**src/rtl/if_pkg.sv**
```systemverilog
// ----------------------------------------------------------------------------
// if_pkg
// Shared definitions for the instruction fetch stage.
// The pc_sel encodings tell the fetch stage where the next PC comes from:
//   PCSEL_SEQ  : fall through to pc + 1
//   PCSEL_RET  : return to the address on top of the return-address stack
//   PCSEL_BR   : jump to br_target
//   PCSEL_HOLD : keep fetching from the current PC
// ----------------------------------------------------------------------------
package if_pkg;

    typedef enum logic [1:0] {
        PCSEL_SEQ  = 2'b00,
        PCSEL_RET  = 2'b01,
        PCSEL_BR   = 2'b10,
        PCSEL_HOLD = 2'b11
    } pc_sel_e;

endpackage

```
**src/rtl/if_stage_return_stack.sv**
```systemverilog
// ----------------------------------------------------------------------------
// return_stack
// Circular return-address stack. A push onto a full stack silently replaces
// the oldest entry and raises a one-cycle overflow pulse. A pop from an empty
// stack leaves it empty and raises a one-cycle underflow pulse. A push and a
// pop in the same cycle replace the top entry in place.
//
// Ports
//   clk, rst            clock, asynchronous active-low reset
//   push, pop           stack operations for this cycle
//   push_data [AW]      address written by a push
//   top [AW]            current top-of-stack entry
//   empty, full         occupancy status
//   overflow            registered pulse, push while full
//   underflow           registered pulse, pop while empty
// ----------------------------------------------------------------------------
module return_stack #(
    parameter int AW        = 8,
    parameter int RAS_DEPTH = 4
) (
    input  logic          clk,
    input  logic          rst,
    input  logic          push,
    input  logic          pop,
    input  logic [AW-1:0] push_data,
    output logic [AW-1:0] top,
    output logic          empty,
    output logic          full,
    output logic          overflow,
    output logic          underflow
);

    localparam int PW = (RAS_DEPTH > 1) ? $clog2(RAS_DEPTH) : 1;
    localparam int CW = $clog2(RAS_DEPTH + 1);

    logic [AW-1:0] mem_q [RAS_DEPTH];
    logic [PW-1:0] ptr_q, ptr_d, ptr_inc, ptr_dec, wr_idx;
    logic [CW-1:0] cnt_q, cnt_d;
    logic          overflow_q, overflow_d;
    logic          underflow_q, underflow_d;
    logic          wr_en;

    assign empty     = (cnt_q == '0);
    assign full      = (cnt_q == CW'(RAS_DEPTH));
    assign top       = mem_q[ptr_q];
    assign overflow  = overflow_q;
    assign underflow = underflow_q;

    // The pointer wraps explicitly so that depths which are not a power of
    // two still behave as a ring.
    assign ptr_inc = (ptr_q == PW'(RAS_DEPTH - 1)) ? '0 : ptr_q + PW'(1);
    assign ptr_dec = (ptr_q == '0) ? PW'(RAS_DEPTH - 1) : ptr_q - PW'(1);

    // When full, advancing the pointer lands on the oldest entry, so a push
    // naturally overwrites it while the count stays saturated.
    always_comb begin
        ptr_d       = ptr_q;
        cnt_d       = cnt_q;
        overflow_d  = 1'b0;
        underflow_d = 1'b0;
        wr_en       = 1'b0;
        wr_idx      = ptr_q;
        if (push && pop) begin
            wr_en  = 1'b1;
            wr_idx = ptr_q;
        end else if (push) begin
            wr_en  = 1'b1;
            wr_idx = ptr_inc;
            ptr_d  = ptr_inc;
            if (full) begin
                overflow_d = 1'b1;
            end else begin
                cnt_d = cnt_q + CW'(1);
            end
        end else if (pop) begin
            if (empty) begin
                underflow_d = 1'b1;
            end else begin
                ptr_d = ptr_dec;
                cnt_d = cnt_q - CW'(1);
            end
        end
    end

    always_ff @(posedge clk or negedge rst) begin
        if (!rst) begin
            ptr_q       <= '0;
            cnt_q       <= '0;
            overflow_q  <= 1'b0;
            underflow_q <= 1'b0;
        end else begin
            ptr_q       <= ptr_d;
            cnt_q       <= cnt_d;
            overflow_q  <= overflow_d;
            underflow_q <= underflow_d;
        end
    end

    // Entry storage needs no reset: the count decides which entries are live.
    always_ff @(posedge clk) begin
        if (wr_en) begin
            mem_q[wr_idx] <= push_data;
        end
    end

endmodule

```
**src/rtl/if_stage.sv**
```systemverilog
// ----------------------------------------------------------------------------
// if_stage
// Two-stage instruction fetch with a return-address stack.
//   F1 : pc_q is presented to the synchronous instruction memory
//   F2 : req_pc_q/req_v_q track the word returning from memory
//   out: instr_out/pc_out/instr_valid hold the fetched instruction until the
//        consumer takes it
//
// Ports
//   clk, rst                  clock, asynchronous active-low reset
//   pc_sel [2]                next-PC source (see if_pkg)
//   br_target [AW]            branch and flush target
//   call                      push pc_q + 1 onto the return stack
//   flush                     squash everything and restart at br_target
//   imem_addr [AW]            instruction memory address
//   imem_rdata [IW]           memory data for the previous cycle's address
//   instr_out [IW], pc_out [AW], instr_valid   fetched instruction
//   instr_ready               consumer accepts the output this cycle
//   ras_overflow, ras_underflow                one-cycle stack error pulses
// ----------------------------------------------------------------------------
module if_stage
    import if_pkg::*;
#(
    parameter int            AW        = 8,
    parameter int            IW        = 16,
    parameter int            RAS_DEPTH = 4,
    parameter logic [AW-1:0] RESET_PC  = '0
) (
    input  logic          clk,
    input  logic          rst,
    input  logic [1:0]    pc_sel,
    input  logic [AW-1:0] br_target,
    input  logic          call,
    input  logic          flush,
    output logic [AW-1:0] imem_addr,
    input  logic [IW-1:0] imem_rdata,
    output logic [IW-1:0] instr_out,
    output logic [AW-1:0] pc_out,
    output logic          instr_valid,
    input  logic          instr_ready,
    output logic          ras_overflow,
    output logic          ras_underflow
);

    pc_sel_e       sel;
    logic          advance;
    logic [AW-1:0] pc_inc;
    logic          ras_push, ras_pop, ras_empty, ras_full;
    logic [AW-1:0] ras_top;

    logic [AW-1:0] pc_q, pc_d;
    logic          req_v_q, req_v_d;
    logic [AW-1:0] req_pc_q, req_pc_d;
    logic [IW-1:0] instr_out_q, instr_out_d;
    logic [AW-1:0] pc_out_q, pc_out_d;
    logic          instr_valid_q, instr_valid_d;

    assign sel     = pc_sel_e'(pc_sel);
    assign advance = !instr_valid_q || instr_ready;
    assign pc_inc  = pc_q + AW'(1);

    // While stalled, the F2 entry re-reads its own address so its data is
    // still on imem_rdata when the pipeline moves again.
    assign imem_addr = advance ? pc_q : req_pc_q;

    assign ras_push = advance && call && !flush;
    assign ras_pop  = advance && (sel == PCSEL_RET) && !flush;

    assign instr_out   = instr_out_q;
    assign pc_out      = pc_out_q;
    assign instr_valid = instr_valid_q;

    return_stack #(
        .AW        (AW),
        .RAS_DEPTH (RAS_DEPTH)
    ) u_ras (
        .clk       (clk),
        .rst       (rst),
        .push      (ras_push),
        .pop       (ras_pop),
        .push_data (pc_inc),
        .top       (ras_top),
        .empty     (ras_empty),
        .full      (ras_full),
        .overflow  (ras_overflow),
        .underflow (ras_underflow)
    );

    // Redirects (return, branch) squash the word issued this cycle because it
    // is on the wrong path. Hold re-issues the same PC, so its F2 copy is
    // dropped to avoid delivering the instruction twice.
    always_comb begin
        pc_d          = pc_q;
        req_v_d       = req_v_q;
        req_pc_d      = req_pc_q;
        instr_out_d   = instr_out_q;
        pc_out_d      = pc_out_q;
        instr_valid_d = instr_valid_q;
        if (flush) begin
            instr_valid_d = 1'b0;
            req_v_d       = 1'b0;
            pc_d          = br_target;
        end else if (advance) begin
            instr_out_d   = imem_rdata;
            pc_out_d      = req_pc_q;
            instr_valid_d = req_v_q;
            req_pc_d      = pc_q;
            case (sel)
                PCSEL_SEQ: begin
                    pc_d    = pc_inc;
                    req_v_d = 1'b1;
                end
                PCSEL_RET: begin
                    pc_d    = ras_empty ? RESET_PC : ras_top;
                    req_v_d = 1'b0;
                end
                PCSEL_BR: begin
                    pc_d    = br_target;
                    req_v_d = 1'b0;
                end
                PCSEL_HOLD: begin
                    pc_d    = pc_q;
                    req_v_d = 1'b0;
                end
            endcase
        end
    end

    always_ff @(posedge clk or negedge rst) begin
        if (!rst) begin
            pc_q          <= RESET_PC;
            req_v_q       <= 1'b0;
            req_pc_q      <= '0;
            instr_out_q   <= '0;
            pc_out_q      <= '0;
            instr_valid_q <= 1'b0;
        end else begin
            pc_q          <= pc_d;
            req_v_q       <= req_v_d;
            req_pc_q      <= req_pc_d;
            instr_out_q   <= instr_out_d;
            pc_out_q      <= pc_out_d;
            instr_valid_q <= instr_valid_d;
        end
    end

    // The full flag is only needed inside the stack; keep it observable here.
    logic unused_full;
    assign unused_full = ras_full;

endmodule

```
**config.mk**
```make
export PLATFORM = sky130hd
export DESIGN_NAME = if_stage
export DESIGN_NICKNAME = d
export VERILOG_FILES = /design/src/rtl/if_pkg.sv /design/src/rtl/if_stage_return_stack.sv /design/src/rtl/if_stage.sv
export SDC_FILE = /design/constraint.sdc
export NUM_CORES = 1
export LEC_CHECK = 0
export ABC_AREA = 1
export CAP_MARGIN = 0
export CORE_MARGIN = 10
export CORE_UTILIZATION = 44
export CTS_CLUSTER_DIAMETER = 150
export CTS_CLUSTER_SIZE = 16
export DETAILED_ROUTE_END_ITERATION = 6
export DONT_BUFFER_PORTS = 1
export PLACE_DENSITY = 0.69
export RECOVER_POWER = 25
export SYNTH_ARGS = -nofsm -noshare
export SYNTH_HDL_FRONTEND = slang
export SYNTH_HIERARCHICAL = 1
export SYNTH_SLANG_ARGS = --single-unit
```
**constraint.sdc**
```tcl
create_clock -name clk -period 2.6 [get_ports clk]
set_input_delay 0.52 -clock clk [delete_from_list [all_inputs] [get_ports clk]]
set_output_delay 0.52 -clock clk [all_outputs]
set_load 0.02 [all_outputs]
```
==> out/metrics.cfg <==
[status]
status=complete, no violations

[final_layout]
layout-area-overhead-vs-synth_pct=10.04
layout-drive-gt1-share_pct=16.11
footprint_of_the_multi_input_gates_um2=1496
final_common_cell=nand2_1
layoutNonFillerInstCount=524
fin_nets=450
n_fill_cell=768
antennaDiodeCount=0
sequential_cell_area_um2=2187
mostFrequentLayoutCells=nand2_1 (91), dfrtp_1 (49), nor2_1 (43)

[logic_synthesis]
synthesis.area_per_instance_um2=10.07
post_synthesis_net_count=431
netlist_area_um2=3949
yosysWarnings=6
postSynthCellCount=392

[clock_tree]
tritoncts_num_sinks=81
clock_insertion_delay_worst_skew_ns=0.36
cts_setup_buffers=0
post_cts_resized=0
clk_path_buf_depth=2
path_clk_slew_ns=0.08
ctsHoldBuffers=2
clock-root-buffer=clkbuf_8
htreeDepth=3
numCtsBuffers=9
cts_tree=yes

[hold_path]
timing.hold.worst.class=in -> reg
timing.hold.worst.start=flush

[drt]
drt-wirelength-per-cell_um=16.65
detail_route.drc_violations=0
route.detailed.vias_per_inst=5.252
final_antenna_net_count=0
dr.pass1.iters=4
routed_wirelength_um=8726
vias=2752
drtIter0Drc=314

[placed_design]
gp_routability_congestion=0.8631
port_buffers=0
cell_total_after_placement=506
pre_cts_slack_ns=0.1882
post-dp-hpwl_um=6409

[global_route]
grt_usage_pct=13.62
grt.met2_usage_pct=21.40
globalRoute.totalOverflow=0
grt_use_met3_pct=4.427
global_route_wire_length_before_repair_um=14190
grt_max_degree=50
use_met1_pct=16.82
top_usage_layer=met2
via_count_of_the_first_global_routing_pass=2702
initial_antenna_violation_count=0

[timing]
clock.fmax_mhz=442.5
worst_hold_margin_ns=0.2125
layout_min_cycle_time_ns=2.260
final.setup.tns_ns=0
final-max-slew-violation-count=0
finalClockSkew_ns=0.005317
fin_crit_sh_pct=86.92
max-slew-margin-rel_pct=21.32
tightest_slew_ns=1.180
timing.final.ws_setup_ns=0.3401
unrepaired_setup_endpoints_after_global_routing=no
setup_violations=0
final-hold-violation-count=0

[floorplanning]
design.portCount=66
floorplan.rows=34
coreArea_um2=8721
die_h_um=114.7
start_util_pct=45.28
die_area_um2=13160
die_width_um=114.7

[power_and_ir_drop]
maximum_ir_drop_on_the_vdd_rail_uv=327.0
fin_total_pwr_mw=3.805
pwr_density_cell_nw_per_um2=875.7
static-leakage-power_nw=1.950

[critical_path]
critical_path.startpoint_type=register
worst-setup-path-type=reg -> reg
rr_startpoint=instr_valid
required_ns=2.60
setup.worst_path.start=instr_valid
timing.critical_path.fanout_max=8
critical_path_arrival_ns=2.26
endpoint_kind=register

[job]
drv.max_cap_violation_count=0

critical path: stages, from the launching register on:
cell and delay, ns:
dfrtp_1 0.46, inv_1 0.10, nor2_2 0.04, inv_2 0.06, nand2_4 0.06, nor2_1 0.15, inv_2 0.11, nor2_4 0.13
inv_1 0.08, nand2_1 0.05, o21ai_1 0.09, nor2_1 0.55
power breakdown:
part,internal [mW],leakage (nW),switching [mW],total [mW]
combinational,0.406,0.955,0.646,1.05
clock,0.533,0.105,0.456,0.989
sequential,1.55,0.890,0.212,1.76
registers in the layout, summed over array words and instances (netlist names):
signal and count:
instr_out 16, u_ras/underflow 1, req_pc_q 8, req_v_q 1
u_ras/cnt_q 3, u_ras/overflow 1, pc_out 8, instr_valid 1
u_ras/mem_q 32, u_ras/ptr_q 2, pc_q 8
layer usage:
| metal | vias up | wire length [um] |
|---|---|---|
| met5 | - | 0 |
| met4 | 0 | 148 |
| met3 | 11 | 591 |
| met2 | 76 | 4389 |
| met1 | 1329 | 3596 |
| li1 | 1336 | - |
worst paths after layout:
kind / slack (ns) / depth (start not counted) / endpoint
setup / recovery: 0.34 / 11 / u_ras/mem_q[0][2]
hold / removal: 0.21 / 1 / instr_valid
setup reg to reg: 0.34 / 11 / u_ras/mem_q[0][2]
hold reg to reg: 0.52 / 2 / pc_q[7]
max in group asynchronous: 0.95 / 2 / instr_out[4]
min in group asynchronous: 0.93 / 2 / instr_out[2]
metrics by stage:
step | area [um^2] | util [%]
floorplan | 3949 | -
global placement | 4114 | 47.17
detailed placement | 4114 | 47.17
CTS | 4368 | 50.09
global route | 4345 | 49.83
finish | 4345 | 49.83
cell type report:
cell class / instances / area share, %
sequential: 81 / 50.33
multi-input combinational: 258 / 34.44
clock buffer: 13 / 3.916
timing repair buffer: 21 / 3.628
inverter: 40 / 3.513
tap: 108 / 3.110
clock inverter: 3 / 1.065
Note: power is estimated with default switching activity, not from simulation.
